File: src/rtl/mmc3_scanline_irq_pkg.sv
// Shared MMC3 mapper definitions: IRQ register decode, save-state offsets and bus type.
package mmc3_scanline_irq_pkg;

  localparam int unsigned CNT_W  = 8;
  localparam int unsigned FLT_W  = 2;
  localparam int unsigned REG_W  = 4;
  localparam int unsigned DATA_W = 8;

  localparam logic [REG_W-1:0] IRQ_LATCH  = 4'hC;
  localparam logic [REG_W-1:0] IRQ_RELOAD = 4'hD;
  localparam logic [REG_W-1:0] IRQ_OFF    = 4'hE;
  localparam logic [REG_W-1:0] IRQ_ON     = 4'hF;

  localparam logic [7:0] SST_IRQ_BASE  = 8'd16;
  localparam logic [7:0] SST_IRQ_LATCH = 8'd16;
  localparam logic [7:0] SST_IRQ_CNT   = 8'd17;
  localparam logic [7:0] SST_IRQ_CTRL  = 8'd18;
  localparam logic [7:0] SST_IRQ_FLT   = 8'd19;

  typedef struct packed {
    logic             act_mc;
    logic             we_reg;
    logic [7:0]       addr;
    logic [DATA_W-1:0] dato;
  } SSTBus;

endpackage

File: src/rtl/mmc3_scanline_irq_if.sv
// CPU/PPU/save-state signal bundle between the mapper top and the scanline IRQ unit.
interface mmc3_scanline_irq_if;
  import mmc3_scanline_irq_pkg::*;

  logic              cpu_m3;
  logic              cpu_m2;
  logic              cpu_rw;
  logic [DATA_W-1:0] cpu_data;
  logic [REG_W-1:0]  reg_addr;
  logic              ppu_a12;
  logic              mmc3a;
  SSTBus             sst;
  logic              irq;
  logic [DATA_W-1:0] sst_di;

  modport master (
    output cpu_m3, cpu_m2, cpu_rw, cpu_data, reg_addr, ppu_a12, mmc3a, sst,
    input  irq, sst_di
  );

  modport slave (
    input  cpu_m3, cpu_m2, cpu_rw, cpu_data, reg_addr, ppu_a12, mmc3a, sst,
    output irq, sst_di
  );
endinterface

File: src/rtl/mmc3_scanline_irq_a12_filter.sv
// PPU A12 rise filter: a rise counts only after A12 stayed low for three M2 falling edges.
module mmc3_a12_filter
  import mmc3_scanline_irq_pkg::*;
(
  input  logic             clk,
  input  logic             rst,
  input  logic             ppu_a12,
  input  logic             cpu_m2,
  input  logic             freeze,
  input  logic             flt_ld,
  input  logic [FLT_W-1:0] flt_ld_val,
  output logic             clk_ev_c,
  output logic [FLT_W-1:0] flt
);

  localparam logic [FLT_W-1:0] FLT_MAX = '1;

  logic a12_q;
  logic m2_q;

  // Edge samplers keep running while frozen so leaving a restore never fakes an edge.
  always_ff @(posedge clk) begin
    a12_q <= ppu_a12;
    m2_q  <= cpu_m2;
    if (rst) begin
      flt <= '0;
    end else if (flt_ld) begin
      flt <= flt_ld_val;
    end else if (!freeze) begin
      if (a12_q) begin
        flt <= '0;
      end else if (m2_q && !cpu_m2 && (flt != FLT_MAX)) begin
        flt <= flt + FLT_W'(1);
      end
    end
  end

  assign clk_ev_c = ppu_a12 & ~a12_q & (flt == FLT_MAX) & ~freeze;

endmodule

File: src/rtl/mmc3_scanline_irq.sv
// MMC3 scanline IRQ: latch/reload/decrement counter clocked by filtered A12 rises,
// MMC3A/MMC3B zero-trigger rules, and save-state access at offsets 16..19.
module mmc3_scanline_irq
  import mmc3_scanline_irq_pkg::*;
(
  input  logic                 clk,
  input  logic                 rst,
  mmc3_scanline_irq_if.slave   bus
);

  logic [CNT_W-1:0] latch, latch_n;
  logic [CNT_W-1:0] cnt, cnt_n;
  logic             reload, reload_n;
  logic             irq_on, irq_on_n;
  logic             pend, pend_n;
  logic [CNT_W-1:0] cnt_ev;
  logic             trig;
  logic             clk_ev_c;
  logic [FLT_W-1:0] flt;

  logic cpu_wr, sst_wr;
  logic wr_latch, wr_reload, wr_off, wr_on;

  assign cpu_wr    = bus.cpu_m3 & ~bus.cpu_rw & ~bus.sst.act_mc;
  assign sst_wr    = bus.cpu_m3 & bus.sst.we_reg & bus.sst.act_mc;
  assign wr_latch  = cpu_wr & (bus.reg_addr == IRQ_LATCH);
  assign wr_reload = cpu_wr & (bus.reg_addr == IRQ_RELOAD);
  assign wr_off    = cpu_wr & (bus.reg_addr == IRQ_OFF);
  assign wr_on     = cpu_wr & (bus.reg_addr == IRQ_ON);

  mmc3_a12_filter u_filter (
    .clk        (clk),
    .rst        (rst),
    .ppu_a12    (bus.ppu_a12),
    .cpu_m2     (bus.cpu_m2),
    .freeze     (bus.sst.act_mc),
    .flt_ld     (sst_wr && (bus.sst.addr == SST_IRQ_FLT)),
    .flt_ld_val (bus.sst.dato[FLT_W-1:0]),
    .clk_ev_c   (clk_ev_c),
    .flt        (flt)
  );

  // Next-state: D discards a coincident clock, E beats a coincident trigger.
  always_comb begin
    latch_n  = latch;
    cnt_n    = cnt;
    reload_n = reload;
    irq_on_n = irq_on;
    pend_n   = pend;
    cnt_ev   = ((cnt == '0) || reload) ? latch : cnt - CNT_W'(1);
    trig     = (cnt_ev == '0) && (!bus.mmc3a || (cnt != '0) || reload);

    if (sst_wr) begin
      case (bus.sst.addr)
        SST_IRQ_LATCH: latch_n = bus.sst.dato;
        SST_IRQ_CNT:   cnt_n   = bus.sst.dato;
        SST_IRQ_CTRL:  {reload_n, irq_on_n, pend_n} = bus.sst.dato[2:0];
        default: ;
      endcase
    end else begin
      if (clk_ev_c && !wr_reload) begin
        cnt_n    = cnt_ev;
        reload_n = 1'b0;
        if (trig && irq_on) pend_n = 1'b1;
      end
      if (wr_latch) latch_n = bus.cpu_data;
      if (wr_reload) begin
        cnt_n    = '0;
        reload_n = 1'b1;
      end
      if (wr_off) begin
        irq_on_n = 1'b0;
        pend_n   = 1'b0;
      end
      if (wr_on) irq_on_n = 1'b1;
    end
  end

  always_ff @(posedge clk) begin
    if (rst) begin
      latch  <= '0;
      cnt    <= '0;
      reload <= 1'b0;
      irq_on <= 1'b0;
      pend   <= 1'b0;
    end else begin
      latch  <= latch_n;
      cnt    <= cnt_n;
      reload <= reload_n;
      irq_on <= irq_on_n;
      pend   <= pend_n;
    end
  end

  assign bus.irq = pend;

  always_comb begin
    case (bus.sst.addr)
      SST_IRQ_LATCH: bus.sst_di = latch;
      SST_IRQ_CNT:   bus.sst_di = cnt;
      SST_IRQ_CTRL:  bus.sst_di = {5'b0, reload, irq_on, pend};
      SST_IRQ_FLT:   bus.sst_di = {6'b0, flt};
      default:       bus.sst_di = 8'hFF;
    endcase
  end

endmodule

File: src/flat_wrapper.sv
// flat-port wrapper written by rule: the top's interface ports become plain ports
module mmc3_scanline_irq_flat import mmc3_scanline_irq_pkg::*;
  (clk, rst, bus_cpu_m3, bus_cpu_m2, bus_cpu_rw, bus_cpu_data, bus_reg_addr, bus_ppu_a12, bus_mmc3a, bus_sst, bus_irq, bus_sst_di);
  mmc3_scanline_irq_if bus_i ();
  input  logic clk;
  input  logic rst;
  input wire logic [$bits(bus_i.cpu_m3)-1:0] bus_cpu_m3;
  input wire logic [$bits(bus_i.cpu_m2)-1:0] bus_cpu_m2;
  input wire logic [$bits(bus_i.cpu_rw)-1:0] bus_cpu_rw;
  input wire logic [$bits(bus_i.cpu_data)-1:0] bus_cpu_data;
  input wire logic [$bits(bus_i.reg_addr)-1:0] bus_reg_addr;
  input wire logic [$bits(bus_i.ppu_a12)-1:0] bus_ppu_a12;
  input wire logic [$bits(bus_i.mmc3a)-1:0] bus_mmc3a;
  input wire logic [$bits(bus_i.sst)-1:0] bus_sst;
  output wire logic [$bits(bus_i.irq)-1:0] bus_irq;
  output wire logic [$bits(bus_i.sst_di)-1:0] bus_sst_di;
  assign bus_i.cpu_m3 = bus_cpu_m3;
  assign bus_i.cpu_m2 = bus_cpu_m2;
  assign bus_i.cpu_rw = bus_cpu_rw;
  assign bus_i.cpu_data = bus_cpu_data;
  assign bus_i.reg_addr = bus_reg_addr;
  assign bus_i.ppu_a12 = bus_ppu_a12;
  assign bus_i.mmc3a = bus_mmc3a;
  assign bus_i.sst = bus_sst;
  assign bus_irq = bus_i.irq;
  assign bus_sst_di = bus_i.sst_di;
  mmc3_scanline_irq u_core (.clk(clk), .rst(rst), .bus(bus_i));
endmodule
File: config.mk
export PLATFORM = sky130hd
export DESIGN_NAME = mmc3_scanline_irq_flat
export DESIGN_NICKNAME = d
export VERILOG_FILES = /design/src/rtl/mmc3_scanline_irq_pkg.sv /design/src/rtl/mmc3_scanline_irq_if.sv /design/src/rtl/mmc3_scanline_irq_a12_filter.sv /design/src/rtl/mmc3_scanline_irq.sv /design/src/flat_wrapper.sv
export SDC_FILE = /design/constraint.sdc
export NUM_CORES = 1
export LEC_CHECK = 0
export BUFFER_PORTS_ARGS = -buffer_cell sky130_fd_sc_hd__buf_2
export CAP_MARGIN = 20
export CELL_PAD_IN_SITES_DETAIL_PLACEMENT = 0
export CELL_PAD_IN_SITES_GLOBAL_PLACEMENT = 1
export CORE_MARGIN = 10
export CORE_UTILIZATION = 37
export DETAILED_ROUTE_END_ITERATION = 16
export GPL_ROUTABILITY_DRIVEN = 0
export PLACE_DENSITY = 0.86
export SETUP_SLACK_MARGIN = 0.05
export SLEW_MARGIN = 40
export SYNTH_ARGS = -nofsm -noshare
export SYNTH_HDL_FRONTEND = slang
export SYNTH_SLANG_ARGS = --single-unit
File: constraint.sdc
create_clock -name clk -period 2.34 [get_ports clk]
set_input_delay 0.585 -clock clk [delete_from_list [all_inputs] [get_ports clk]]
set_output_delay 0.585 -clock clk [all_outputs]
set_load 0.02 [all_outputs]
Word-level counts from Yosys, hierarchy flattened
Index checks and enable logic that the tools add are counted.
{"block": "word_totals", "regBits": 23, "inputBits": 37, "output_inout_bits": 9, "wordCells": 91}
{"block": "op_classes", "addsub": 2, "n_eq_ne": 14, "muxes": 26, "bitwise_logic": 14, "reduce_logical": 27}
{"operator": "$mux 8", "count": 8}
{"operator": "$eq 8x5->1 const B", "count": 4}
{"operator": "$pmux 8 s4", "count": 1}
{"operator": "$eq 4x4->1 const B", "count": 4}
{"operator": "$logic_not 8->1", "count": 2}
{"operator": "$reduce_bool 3->1", "count": 5}
{"operator": "$mux 1", "count": 13}
{"operator": "$and 1x1->1", "count": 11}
{"operator": "$reduce_and 2->1", "count": 5}
{"operator": "$mux 2", "count": 4}
{"operator": "$ne 2x2->1 const B", "count": 4}
{"operator": "$reduce_bool 8->1", "count": 1}
{"operator": "$sub 8x1->8 const B", "count": 1}
{"operator": "$logic_and 1x1->1", "count": 6}
{"operator": "$logic_not 1->1", "count": 3}
{"operator": "$logic_or 1x1->1", "count": 3}
{"operator": "$not 1->1", "count": 3}
{"operator": "$reduce_and 3->1", "count": 1}
{"operator": "$add 2x1->2 const B", "count": 1}
{"operator": "$eq 2x2->1 const B", "count": 1}
{"operator": "$ne 2x1->1 const B", "count": 1}
{"operator": "$reduce_bool 2->1", "count": 1}

Longest topological paths before layout
Gate-level depths: netlist (run 1).
{"block": "logic_depth", "word_depth": 10, "depth_mapped": 8, "depth_no_buf": 8}

Modules after synthesis
From an unflattened synthesis (run 1), not the netlist that was laid out.
{"block": "unflattened", "cells_unflattened": 221, "hier_area_um2": 1744.2}
{"module": "mmc3_scanline_irq", "instances": 1, "cells_each": 203, "area_per_inst_um2": 1559.0}
{"module": "mmc3_a12_filter", "instances": 1, "cells_each": 18, "area_per_inst_um2": 185.2}

Least setup slack after synthesis (run 1)
Ideal clock, no wire load.
{"block": "synth_path", "kind": "input -> output", "startpoint": "input bus_sst[8]", "endpoint": "output bus_sst_di[3]", "t_arrival_ps": 1780, "setup_slack_ps": -25, "path_stages": 4, "n_path_buf": 2, "path_cell_list": "clkbuf_1 > clkbuf_1 > mux2i_1 > o21ai_0"}
{"block": "synth_between", "elab_chain_cells": 2, "word_cells_on_any_way": 5}
{"item": "start, declared", "line_no": "flat_wrapper.sv:14", "rtl": "input wire logic [$bits(bus_i.sst)-1:0] bus_sst;"}
{"item": "$eq 8x5->1", "line_no": "mmc3_scanline_irq.sv:98", "rtl": "case (bus.sst.addr)"}
{"item": "$pmux 8 s4 (*)", "line_no": "mmc3_scanline_irq.sv:98"}
{"item": "end, declared", "line_no": "flat_wrapper.sv:16", "rtl": "output wire logic [$bits(bus_i.sst_di)-1:0] bus_sst_di;"}
Mark *: on every way between the ends. The rest lies on a longest branch, timed or not.

Worst setup path after layout (run 1)
{"block": "layout_path", "startpoint": "input bus_sst[13]", "endpoint": "output bus_sst_di[2]"}
The elaborated chain is that of the path after synthesis.

==> key figures, run 1 <==
Outcome
  • Status: finished with violations
  • Failing checks: negative setup slack

Timing
  • Final hold viol count: 0
  • Setup Skew: 0.00494 ns
  • Setup violators final: 8
  • Relative slew margins: 0.630
  • Min Hold Slack: 0.427 ns
  • RSZ-0062 raised after global routing: true
  • Final worst slack: -0.0503 ns
  • Fin crit period: 2.39 ns
  • Fmax: 0.418 GHz
  • Max-slew violations: 0
  • Worst-Margin Slew: 0.554 ns
  • Part of the cycle the worst path needs: 1.02

Global routing
  • Largest net degree at the start of global routing: 21
  • Global-route wire length before repair: 9090 um
  • Antenna violations before repair: 0
  • Overflow after GRT: 0
  • Tot GR Track Use: 0.147
  • Number of global-route vias before repair: 1,783

Logic synthesis
  • Top cells by area, synth: dfxtp_1, nand2_1, nor2_1
  • Post-synth EDFFs: 0
  • Number of distinct library cells after synthesis: 52
  • Ys async rst share: 0
  • Post-synth top area share: 0.286
  • Yosys reg bits: 23
  • Post-synthesis average cell area: 7.93 um^2
  • Post-synth top area cell: dfxtp_1
  • Sequential-to-total area share from yosys stat: 0.286
  • Mapped Cells: 203
  • Ys flop type: dfxtp_1
  • Count leader, synth: nand2_1
  • Mapped Nets: 243
  • Commonest cells in the netlist: nand2_1, nor2_1, dfxtp_1
  • Ys Warns: 0
  • Synthesized area: 1610 um^2

Detailed routing
  • # DRC: 0
  • Final WL: 5390 um
  • Vias per std cell: 5.65
  • DRT antenna net count: 0
  • DRT iter0 DRCs: 148
  • Via count: 1,739
  • Routed WL per cell: 17.5 um
  • TritonRoute pass-1 iters: 4

Setup path
  • CP Cell Sequence: buf_2, or4b_4, nor3_4, buf_6, o211ai_1, buf_2
  • Slowest cell on crit path: or4b_4
  • Setup crit end kind: output pin
  • Buffers plus inverters on the worst setup path: 3
  • Most numerous cell on the critical path: buf_2
  • Crit-path leading delay family: simple AND/OR/NAND/NOR gates
  • Req. time, crit path: 1.75 ns
  • CP arrival: 1.81 ns
  • Crit-path max cell delay: 0.56 ns
  • CP Launch Type: primary input
  • Worst Setup Path Type: primary input to output pin
  • Worst Path Max Fanout: 9

Floorplan
  • IO Pins: 46
  • Std cell rows: 23
  • Initial cell density of the core: 0.391
  • Die width: 86.0 um
  • Core area: 4120 um^2
  • Chip height: 86.0 um
  • Die Area: 7390 um^2

Place
  • Final HPWL DP: 4240 um
  • Buffers on Ports: 45

Finish
  • # diodes: 0
  • Fill cells: 424
  • Synth-to-layout area growth: 26.5%
  • Fraction of layout cells with a size suffix above 1: 0.302
  • Post-layout net count: 299

Pwr
  • Final Total Pwr: 0.799 mW
  • Max VDD drop: 0.000187 V
  • Power per cell area: 392 nW/um^2
  • Static Leakage: 0.828 nW

Clock tree
  • Clock-pin slew on the worst setup and hold paths: 0.09 ns
  • H-Tree Depth: 1
  • Clk sinks: 23
  • CTS buffer count: 3
  • CTS tree: done
  • Clock Path Buffers: 2
  • Clock Tree Root: clkbuf_8
  • Clock Latency Late Sink: 0.27 ns
  • # hold bufs at CTS: 0
  • Setup bufs post-CTS: 0

Job
  • Max-cap violation count: 0

Min path
  • Worst Hold Class: primary input to register
[registers in the layout, summed over array words and instances (netlist names)]
| name | count |
|---|---|
| u_core.reload | 1 |
| u_core.bus.irq | 1 |
| u_core.u_filter.flt | 2 |
| u_core.u_filter.m2_q | 1 |
| u_core.cnt | 8 |
| u_core.irq_on | 1 |
| u_core.latch | 8 |
| u_core.u_filter.a12_q | 1 |
[worst paths after layout]
check	cells past startpoint	startpoint	end	slack, ns
max	6	bus_sst[13]	bus_sst_di[2]	-0.05
min	1	bus_ppu_a12	u_core.u_filter.a12_q	0.43
max reg2reg	9	u_core.cnt[0]	u_core.cnt[5]	0.26
min reg2reg	2	u_core.latch[6]	u_core.latch[6]	0.53
[logic make-up after synthesis]
kind of cell	after synthesis	synth area share
flops	23	0.286
mux	11	0.0855
xor+xnor	3	0.0163
fa+ha+maj	3	0.0233
buf+inv	17	0.0451
simple gates	93	0.290
compound gates	53	0.254
[where the power goes]
group	internal (mW)	switching (mW)
Clock	0.122	0.132
Combinational	0.0629	0.0779
Sequential	0.397	0.00698
Total	0.582	0.217
[per-stage QoR]
stage	setup TNS (ns)	std cells	area (um^2)	util	setup WS, ns
4_1_cts	-0.243	308	2030	0.493	-0.0545
3_3_place_gp	-0.202	304	1980	0.480	-0.0495
3_5_place_dp	-0.431	304	1980	0.480	-0.0781
5_1_grt	-0.582	308	2040	0.495	-0.0945
2_1_floorplan	0	203	1610	-	0.0308
6_report	-0.161	308	2040	0.495	-0.0503
[what timing repair did]
item                       4_1_cts  5_1_grt
setup endpoints to repair        8        8
pin swaps                        0        0
gates resized for setup          2        0
[placed cells by master, fill, tap and decap left out, types with 3 or more instances in the layout]
master	count
clkbuf_8	3
dfxtp_1	23
o21ai_1	5
a311oi_2	3
nand4_1	3
a31oi_1	5
ha_1	3
mux2i_1	7
buf_4	16
a221oi_1	3
nand2_1	31
nor3_1	5
o211ai_1	4
nand3_1	9
nor2_1	25
a21oi_1	6
a311oi_1	9
buf_2	45
inv_1	6
[per-layer routing]
layer,part of all wire,up-vias,track usage
met5,0,-,0
met3,0.075,4,0.0255
met4,0.014,0,0.0449
met2,0.45,66,0.227
li1,-,877,-
met1,0.46,792,0.202
[cell type report]
| cell class | instances | area (um^2) | area share |
|---|---|---|---|
| multi-input cells | 163 | 1090 | 0.535 |
| flip-flops and latches | 23 | 460 | 0.226 |
| repair buffers | 62 | 357 | 0.175 |
| well taps | 50 | 62.6 | 0.0307 |
| clock buffers | 4 | 45.0 | 0.0221 |
| inverters | 6 | 22.5 | 0.0111 |
[worst register-to-register path: cells and delay by family (launching register included)]
family / cells / cell delay [ns]
AOI/OAI and AO/OA: 5 / 0.87
adders and majority gates: 1 / 0.24
buffers and inverters: 2 / 0.29
DFF: 1 / 0.44
and+or+nand+nor: 1 / 0.14
Power figures use the tool's default switching activity.
==> inputs of run 2 (changes only) <==
- ABC_AREA: not set -> 1
- CAP_MARGIN: 20 -> not set
- CORE_UTILIZATION: 37 -> 36
- PLACE_DENSITY: 0.86 -> 0.87
==> run 2 against run 1 <==
  * The run now ends clean
  * Via count is 9.2% higher
  * Sequential share of layout area is 1.5 points lower
  * Register-to-register slack better by 0.35 ns
  * Clock skew is 0.0013 ns lower
  * Critical path type unchanged
  * Critical endpoint is now bus_sst_di[0]
  * Largest cell class unchanged
==> key figures, run 2 <==
Outcome
  • Status: finished clean

Floorplan
  • Core area: 4470 um^2 (+8.7%)
  • Chip height: 88.8 um (+3.3%)
  • Die width: 88.8 um (+3.3%)
  • IO Pins: 46 (unchanged)
  • Std cell rows: 24 (+4.3%)
  • Die Area: 7890 um^2 (+6.7%)
  • Initial cell density of the core: 0.381 (-0.0104)

Clock tree
  • CTS tree: done
  • H-Tree Depth: 1 (unchanged)
  • Clock Latency Late Sink: 0.27 ns (about the same)
  • Clock Path Buffers: 2 (unchanged)
  • Clock Tree Root: clkbuf_8
  • CTS buffer count: 3 (unchanged)
  • Clock-pin slew on the worst setup and hold paths: 0.09 ns (about the same)
  • Clk sinks: 23 (unchanged)

Finish
  • # diodes: 0 (unchanged)
  • Fin area: 2190 um^2 (+7.3%)
  • Register area: 460 um^2 (unchanged)
  • Largest registers: u_core.cnt x8, u_core.latch x8, u_core.u_filter.flt x2
  • Finished Layout Cells: 369 (+20%)
  • Synth-to-layout area growth: 28.3%
  • Fill cells: 466 (+9.9%)
  • Combined area of the multi-input logic cells: 1130 um^2 (+3.3%)
  • Post-layout util: 0.489 (-0.00645)
  • Most frequent cells in the layout: nand2_1, buf_2, inv_1
  • Post-layout net count: 358 (+20%)
  • Most common cell after layout, fill and taps aside: nand2_1
  • Fraction of layout cells with a size suffix above 1: 0.300 (-0.00264)

Pwr
  • Max VDD drop: 0.000192 V (+2.4%)
  • Clock power frac: 0.303 (-0.015)
  • Power per cell area: 384 nW/um^2 (-2.1%)
  • Net Sw Frac: 0.296 (+0.0241)
  • Static Leakage: 1.00 nW (+21%)
  • Pint: 0.591 mW (+1.6%)
  • Sw power: 0.248 mW (+14%)
  • Sequential power share: 0.485 (-0.021)
  • Gate power share: 0.212 (+0.036)

Timing
  • Part of the cycle the worst path needs: 0.957 (-0.0641)
  • Final worst slack: 0.0997 ns (+0.150 ns)
  • Final hold viol count: 0 (unchanged)
  • RSZ-0062 raised after global routing: true
  • Worst-Margin Slew: 0.594 ns (+0.0396 ns)
  • Max-slew violations: 0 (unchanged)
  • Relative slew margins: 0.604 (-0.0268)
  • Fmax: 0.446 GHz (+6.7%)
  • Setup Skew: 0.00368 ns (-0.00126 ns)
  • Setup TNS: 0 ns (+0.161 ns)
  • Fin crit period: 2.24 ns (-0.150 ns)
  • Setup violators final: 0 (-8)

Logic synthesis
  • Synthesized area: 1700 um^2 (+5.8%)
  • Sequential-to-total area share from yosys stat: 0.270 (-0.0157)
  • Number of distinct library cells after synthesis: 38 (-27%)
  • Mapped Nets: 303 (+25%)
  • Yosys reg bits: 23 (unchanged)
  • Ys flop type: dfxtp_1
  • Top cells by area, synth: dfxtp_1, nand2_1, a31oi_1
  • Post-synthesis average cell area: 6.48 um^2 (-18%)
  • Count leader, synth: nand2_1
  • Ys Warns: 0 (unchanged)
  • Commonest cells in the netlist: nand2_1, inv_1, dfxtp_1
  • Post-synth top area share: 0.270 (-0.0157)
  • Mapped Cells: 263 (+30%)
  • Post-synth top area cell: dfxtp_1
  • Post-synth EDFFs: 0 (unchanged)
  • Ys async rst share: 0 (unchanged)

Global routing
  • Number of global-route vias before repair: 1,719 (-3.6%)
  • M2 GR Usage: 0.202 (-0.0251)
  • Global-route wire length before repair: 7950 um (-13%)
  • Tot GR Track Use: 0.125 (-0.0226)
  • M1 GR Usage: 0.165 (-0.0372)
  • Antenna violations before repair: 0 (unchanged)
  • Most used routing layer: met2
  • GRT met3 Usage: 0.0138 (-0.0118)
  • Largest net degree at the start of global routing: 22 (+4.8%)
  • Overflow after GRT: 0 (unchanged)

Detailed routing
  • Vias per std cell: 5.15 (-8.9%)
  • # DRC: 0 (unchanged)
  • DRT iter0 DRCs: 88 (-41%)
  • Routed WL per cell: 13.9 um (-20%)
  • TritonRoute pass-1 iters: 4 (unchanged)
  • Final WL: 5140 um (-4.6%)
  • Via count: 1,899 (+9.2%)
  • DRT antenna net count: 0 (unchanged)

Place
  • Pre-CTS WS: 0.0178 ns (+0.0959 ns)
  • Buffers on Ports: 45 (unchanged)
  • Final HPWL DP: 4010 um (-5.3%)
  • Placed inst area: 2020 um^2 (+2.3%)
  • DP Cell Count: 363 (+19%)

Min path
  • Hold Path Depth: 1 (unchanged)
  • Worst Hold Class: primary input to register

Setup path
  • Crit-path max cell delay: 0.27 ns (-0.29 ns)
  • CP arrival: 1.66 ns (-0.15 ns)
  • Req. time, crit path: 1.75 ns (about the same)
  • CP Launch Type: primary input
  • CP Cell Sequence: buf_6, or2_4, clkinv_4, nand4_4, o22ai_2, a21oi_2, o211ai_1, buf_4
  • Worst Path Max Fanout: 5 (-4)
  • Setup crit end kind: output pin
  • Reg2Reg Depth: 13 (+4)
  • Worst Setup Path Type: primary input to output pin
  • Slowest cell on crit path: or2_4

Job
  • Max-cap violation count: 0 (unchanged)
run 2: changes by cell type after synthesis, sizes merged, moves of 6 or more:
cell	previous run	this run
nand3	9	18
o21ai	7	22
a311oi	12	0
mux2i	7	0
inv	6	35
clkbuf	8	2
nand2	32	83
a31oi	5	20
run 2: cells by family after synthesis:
kind of cell,after synthesis,share of synthesized area
compound gates,60,0.241
buf+inv,42,0.106
xor+xnor,2,0.0103
fa+ha+maj,3,0.0220
flops,23,0.270
simple gates,133,0.350
run 2: layout make-up:
class	count	share of cell area
Clock inverter	1	0.00229
Inverter	36	0.0675
Multi-Input combinational cell	199	0.515
Sequential cell	23	0.211
Clock buffer	3	0.0189
Tap cell	52	0.0298
Timing Repair Buffer	55	0.156
run 2: timing repair:
item | 4_1_cts | 5_1_grt
pin swaps | 0 | 6
setup endpoints to repair | 2 | 8
resized for setup | 3 | 23
setup buffers | 0 | 1
cloned | 0 | 1
hold buffers | 0 | 0
run 2: routing by layer:
| layer | vias up | part of all wire |
|---|---|---|
| met3 | 6 | 0.047 |
| met4 | 0 | 0.015 |
| met1 | 853 | 0.48 |
| met5 | - | 0 |
| li1 | 988 | - |
| met2 | 52 | 0.46 |
run 2: critical path: cells and delay by family:
family,cells,cell delay (ns)
AND/OR/NAND/NOR,2,0.41
buffers and inverters,3,0.34
AO/OA/AOI/OAI,3,0.33
run 2: path summary, 6_finish.rpt:
check,to,start,slack (ns)
worst min register to register,u_core.bus.irq,u_core.bus.irq,0.51
worst min-delay path,u_core.u_filter.a12_q,bus_ppu_a12,0.42
worst max-delay path,bus_sst_di[0],bus_sst[10],0.1
worst max register to register,u_core.bus.irq,u_core.u_filter.flt[1],0.61
run 2: through the flow:
step                      power (mW)  hold slack (ns)
after global placement         0.578            0.473
after detailed placement       0.580            0.483
final                          0.839            0.424
after global routing           0.881            0.418
after CTS                      0.828            0.425
after floorplan                0.519            0.493
run 2: power groups by stage:
stage	clock [mW]	sequential [mW]	combinational, mW
6_report	0.254	0.407	0.178
5_1_grt	0.274	0.408	0.199
4_1_cts	0.255	0.407	0.166
3_5_place_dp	0	0.416	0.164
3_3_place_gp	0	0.416	0.163
2_1_floorplan	0	0.415	0.104
==> inputs of run 3 (changes only) <==
- CORE_ASPECT_RATIO: not set -> 0.75
==> run 3 against run 2 <==
  * Setup slack got worse by 0.0088 ns
  * Utilization increased by 1.2 points
  * Largest power group unchanged
  * Clock-buffer cell count unchanged
  * Highest routed layer unchanged
  * Cell count increased by 3.0%
  * Clock power increased by 2%
  * Wire length increased by 2.4%
  * Critical path depth unchanged
  * Register-to-register slack about the same
==> key figures, run 3 (synthesized netlist as in run 2, its figures left out) <==
Floorplan
  • Die width: 99.4 um (+12%)
  • Std cell rows: 21 (-13%)
  • Core area: 4520 um^2 (+1.0%)
  • Initial cell density of the core: 0.377 (-0.00380)
  • Die Area: 7910 um^2 (+0.37%)
  • IO Pins: 46 (unchanged)
  • Chip height: 79.6 um (-10%)

Setup path
  • Reg2Reg Depth: 14 (+1)
  • Worst R2R Setup Slack: 0.60 ns (about the same)
  • CP arrival: 1.66 ns (about the same)
  • Worst Path Max Fanout: 5 (unchanged)
  • Worst flop-to-flop path endpoint: u_core.bus.irq
  • Setup crit end kind: output pin
  • RR Startpoint: u_core.cnt[0]
  • Worst Setup Path Type: primary input to output pin
  • Crit-path max cell delay: 0.27 ns (about the same)
  • Slowest cell on crit path: or2_4
  • CP Launch Type: primary input
  • Req. time, crit path: 1.75 ns (about the same)
  • CP Capture Point: bus_sst_di[0]
  • Crit path launch: bus_sst[10]
  • CP Cell Sequence: buf_6, or2_4, clkinv_4, nand4_4, o22ai_2, a21oi_2, o211ai_1, buf_4

Pwr
  • Pint: 0.595 mW (+0.69%)
  • Static Leakage: 1.03 nW (+3.2%)
  • Clock power frac: 0.304 (about the same)
  • Sw power: 0.256 mW (+3.0%)
  • Power per cell area: 376 nW/um^2 (-2.0%)
  • Max VDD drop: 0.000221 V (+15%)
  • Net Sw Frac: 0.301 (+0.00477)
  • Gate power share: 0.217 (+0.005)
  • Sequential power share: 0.479 (-0.006)
  • Final Total Pwr: 0.851 mW (+1.4%)

Clock tree
  • Clock Latency Late Sink: 0.27 ns (about the same)
  • Clock Path Buffers: 2 (unchanged)
  • H-Tree Depth: 1 (unchanged)
  • Clk sinks: 23 (unchanged)
  • Clock-pin slew on the worst setup and hold paths: 0.09 ns (about the same)
  • CTS tree: done
  • Clock Tree Root: clkbuf_8
  • CTS buffer count: 3 (unchanged)

Global routing
  • Antenna violations before repair: 0 (unchanged)
  • Number of global-route vias before repair: 1,801 (+4.8%)
  • Largest net degree at the start of global routing: 22 (unchanged)
  • Global-route wire length before repair: 8900 um (+12%)
  • Overflow after GRT: 0 (unchanged)
  • Tot GR Track Use: 0.133 (+0.00798)

Detailed routing
  • Final WL: 5260 um (+2.4%)
  • Vias per std cell: 5.03 (-2.2%)
  • DRT antenna net count: 0 (unchanged)
  • Via count: 1,912 (+0.68%)
  • Routed WL per cell: 13.8 um (-0.59%)
  • # DRC: 0 (unchanged)
  • TritonRoute pass-1 iters: 4 (unchanged)
  • DRT iter0 DRCs: 196 (+120%)

Timing
  • Final hold viol count: 0 (unchanged)
  • Setup Skew: 0.00537 ns (+0.00169 ns)
  • Max-slew violations: 0 (unchanged)
  • Fmax: 0.445 GHz (-0.39%)
  • RSZ-0062 raised after global routing: true
  • Setup violators final: 0 (unchanged)
  • Relative slew margins: 0.592 (-0.0120)
  • Part of the cycle the worst path needs: 0.961 (+0.00375)
  • Min Hold Slack: 0.419 ns (-0.00494 ns)
  • Setup TNS: 0 ns (unchanged)
  • Worst-Margin Slew: 0.612 ns (+0.0180 ns)
  • Fin crit period: 2.25 ns (+0.00876 ns)
  • Final worst slack: 0.0909 ns (-0.00876 ns)

Finish
  • Synth-to-layout area growth: 32.7%
  • Fraction of layout cells with a size suffix above 1: 0.325 (+0.0254)
  • # diodes: 0 (unchanged)
  • Register area: 460 um^2 (unchanged)
  • Post-layout net count: 364 (+1.7%)
  • Fill cells: 475 (+1.9%)
  • Largest registers: u_core.cnt x8, u_core.latch x8, u_core.u_filter.flt x2
  • Fin area: 2260 um^2 (+3.5%)
  • Combined area of the multi-input logic cells: 1150 um^2 (+2.0%)
  • Most common cell after layout, fill and taps aside: nand2_1
  • Most frequent cells in the layout: nand2_1, buf_2, inv_1

Job
  • Max-cap violation count: 0 (unchanged)

Min path
  • Hold Path Origin: bus_ppu_a12
  • Worst Hold Class: primary input to register

Place
  • Buffers on Ports: 45 (unchanged)
  • Placed inst area: 2020 um^2 (about the same)
  • Final HPWL DP: 4100 um (+2.2%)
  • Pre-CTS WS: -0.00536 ns (-0.0231 ns)

Outcome
  • Status: finished clean
## run 3: cell types whose count changed in the layout (fill, tap and decap cells not counted), sizes merged
cell      change
clkinvlp      +1
buf           +6
inv           -1
## run 3: final cells by class
type                       instances  area share
clock inverter                     1     0.00221
clock buffer                       3      0.0183
tap                               57      0.0315
timing repair buffer              61       0.172
multi-input combinational        199       0.508
sequential                        23       0.204
inverter                          36      0.0647
## run 3: worst max-delay path: cells and delay by family
kind	cells	cell delay [ns]
AND/OR/NAND/NOR	2	0.39
AO/OA/AOI/OAI	3	0.35
buffers and inverters	3	0.34
## run 3: routing by layer
layer,up-vias,wire length (um),part of all wire,track usage
met2,81,1980,0.38,0.172
li1,1003,-,-,-
met5,-,0,0,0
met3,7,475,0.090,0.0311
met1,821,2720,0.52,0.202
met4,0,77,0.015,0.0429
## run 3: repair_timing
| action | 4_1_cts | 5_1_grt |
|---|---|---|
| hold buffers | 0 | 0 |
| buffers inserted | 0 | 8 |
| endpoints found under the setup margin | 1 | 8 |
| pin swaps | 0 | 9 |
| cloned | 0 | 1 |
| resized for setup | 2 | 27 |
## run 3: worst min path at each step
stage,to,slack [ns],cells past startpoint
floorplan,u_core.latch[1],0.49,2
global placement,u_core.bus.irq,0.47,2
detailed placement,u_core.bus.irq,0.48,2
CTS,u_core.u_filter.a12_q,0.42,1
global route,u_core.u_filter.a12_q,0.42,1
finish,u_core.u_filter.a12_q,0.42,1
## run 3: power by group through the flow
stage          combinational [mW]  clock [mW]  sequential [mW]
2_1_floorplan               0.104           0            0.415
3_3_place_gp                0.161           0            0.416
3_5_place_dp                0.162           0            0.416
4_1_cts                     0.164       0.259            0.407
5_1_grt                     0.211       0.273            0.409
6_report                    0.185       0.259            0.407
## run 3: metrics by stage
stage / cells / util
2_1_floorplan: 263 / -
3_3_place_gp: 367 / 0.447
3_5_place_dp: 367 / 0.447
4_1_cts: 371 / 0.460
5_1_grt: 380 / 0.501
6_report: 380 / 0.501
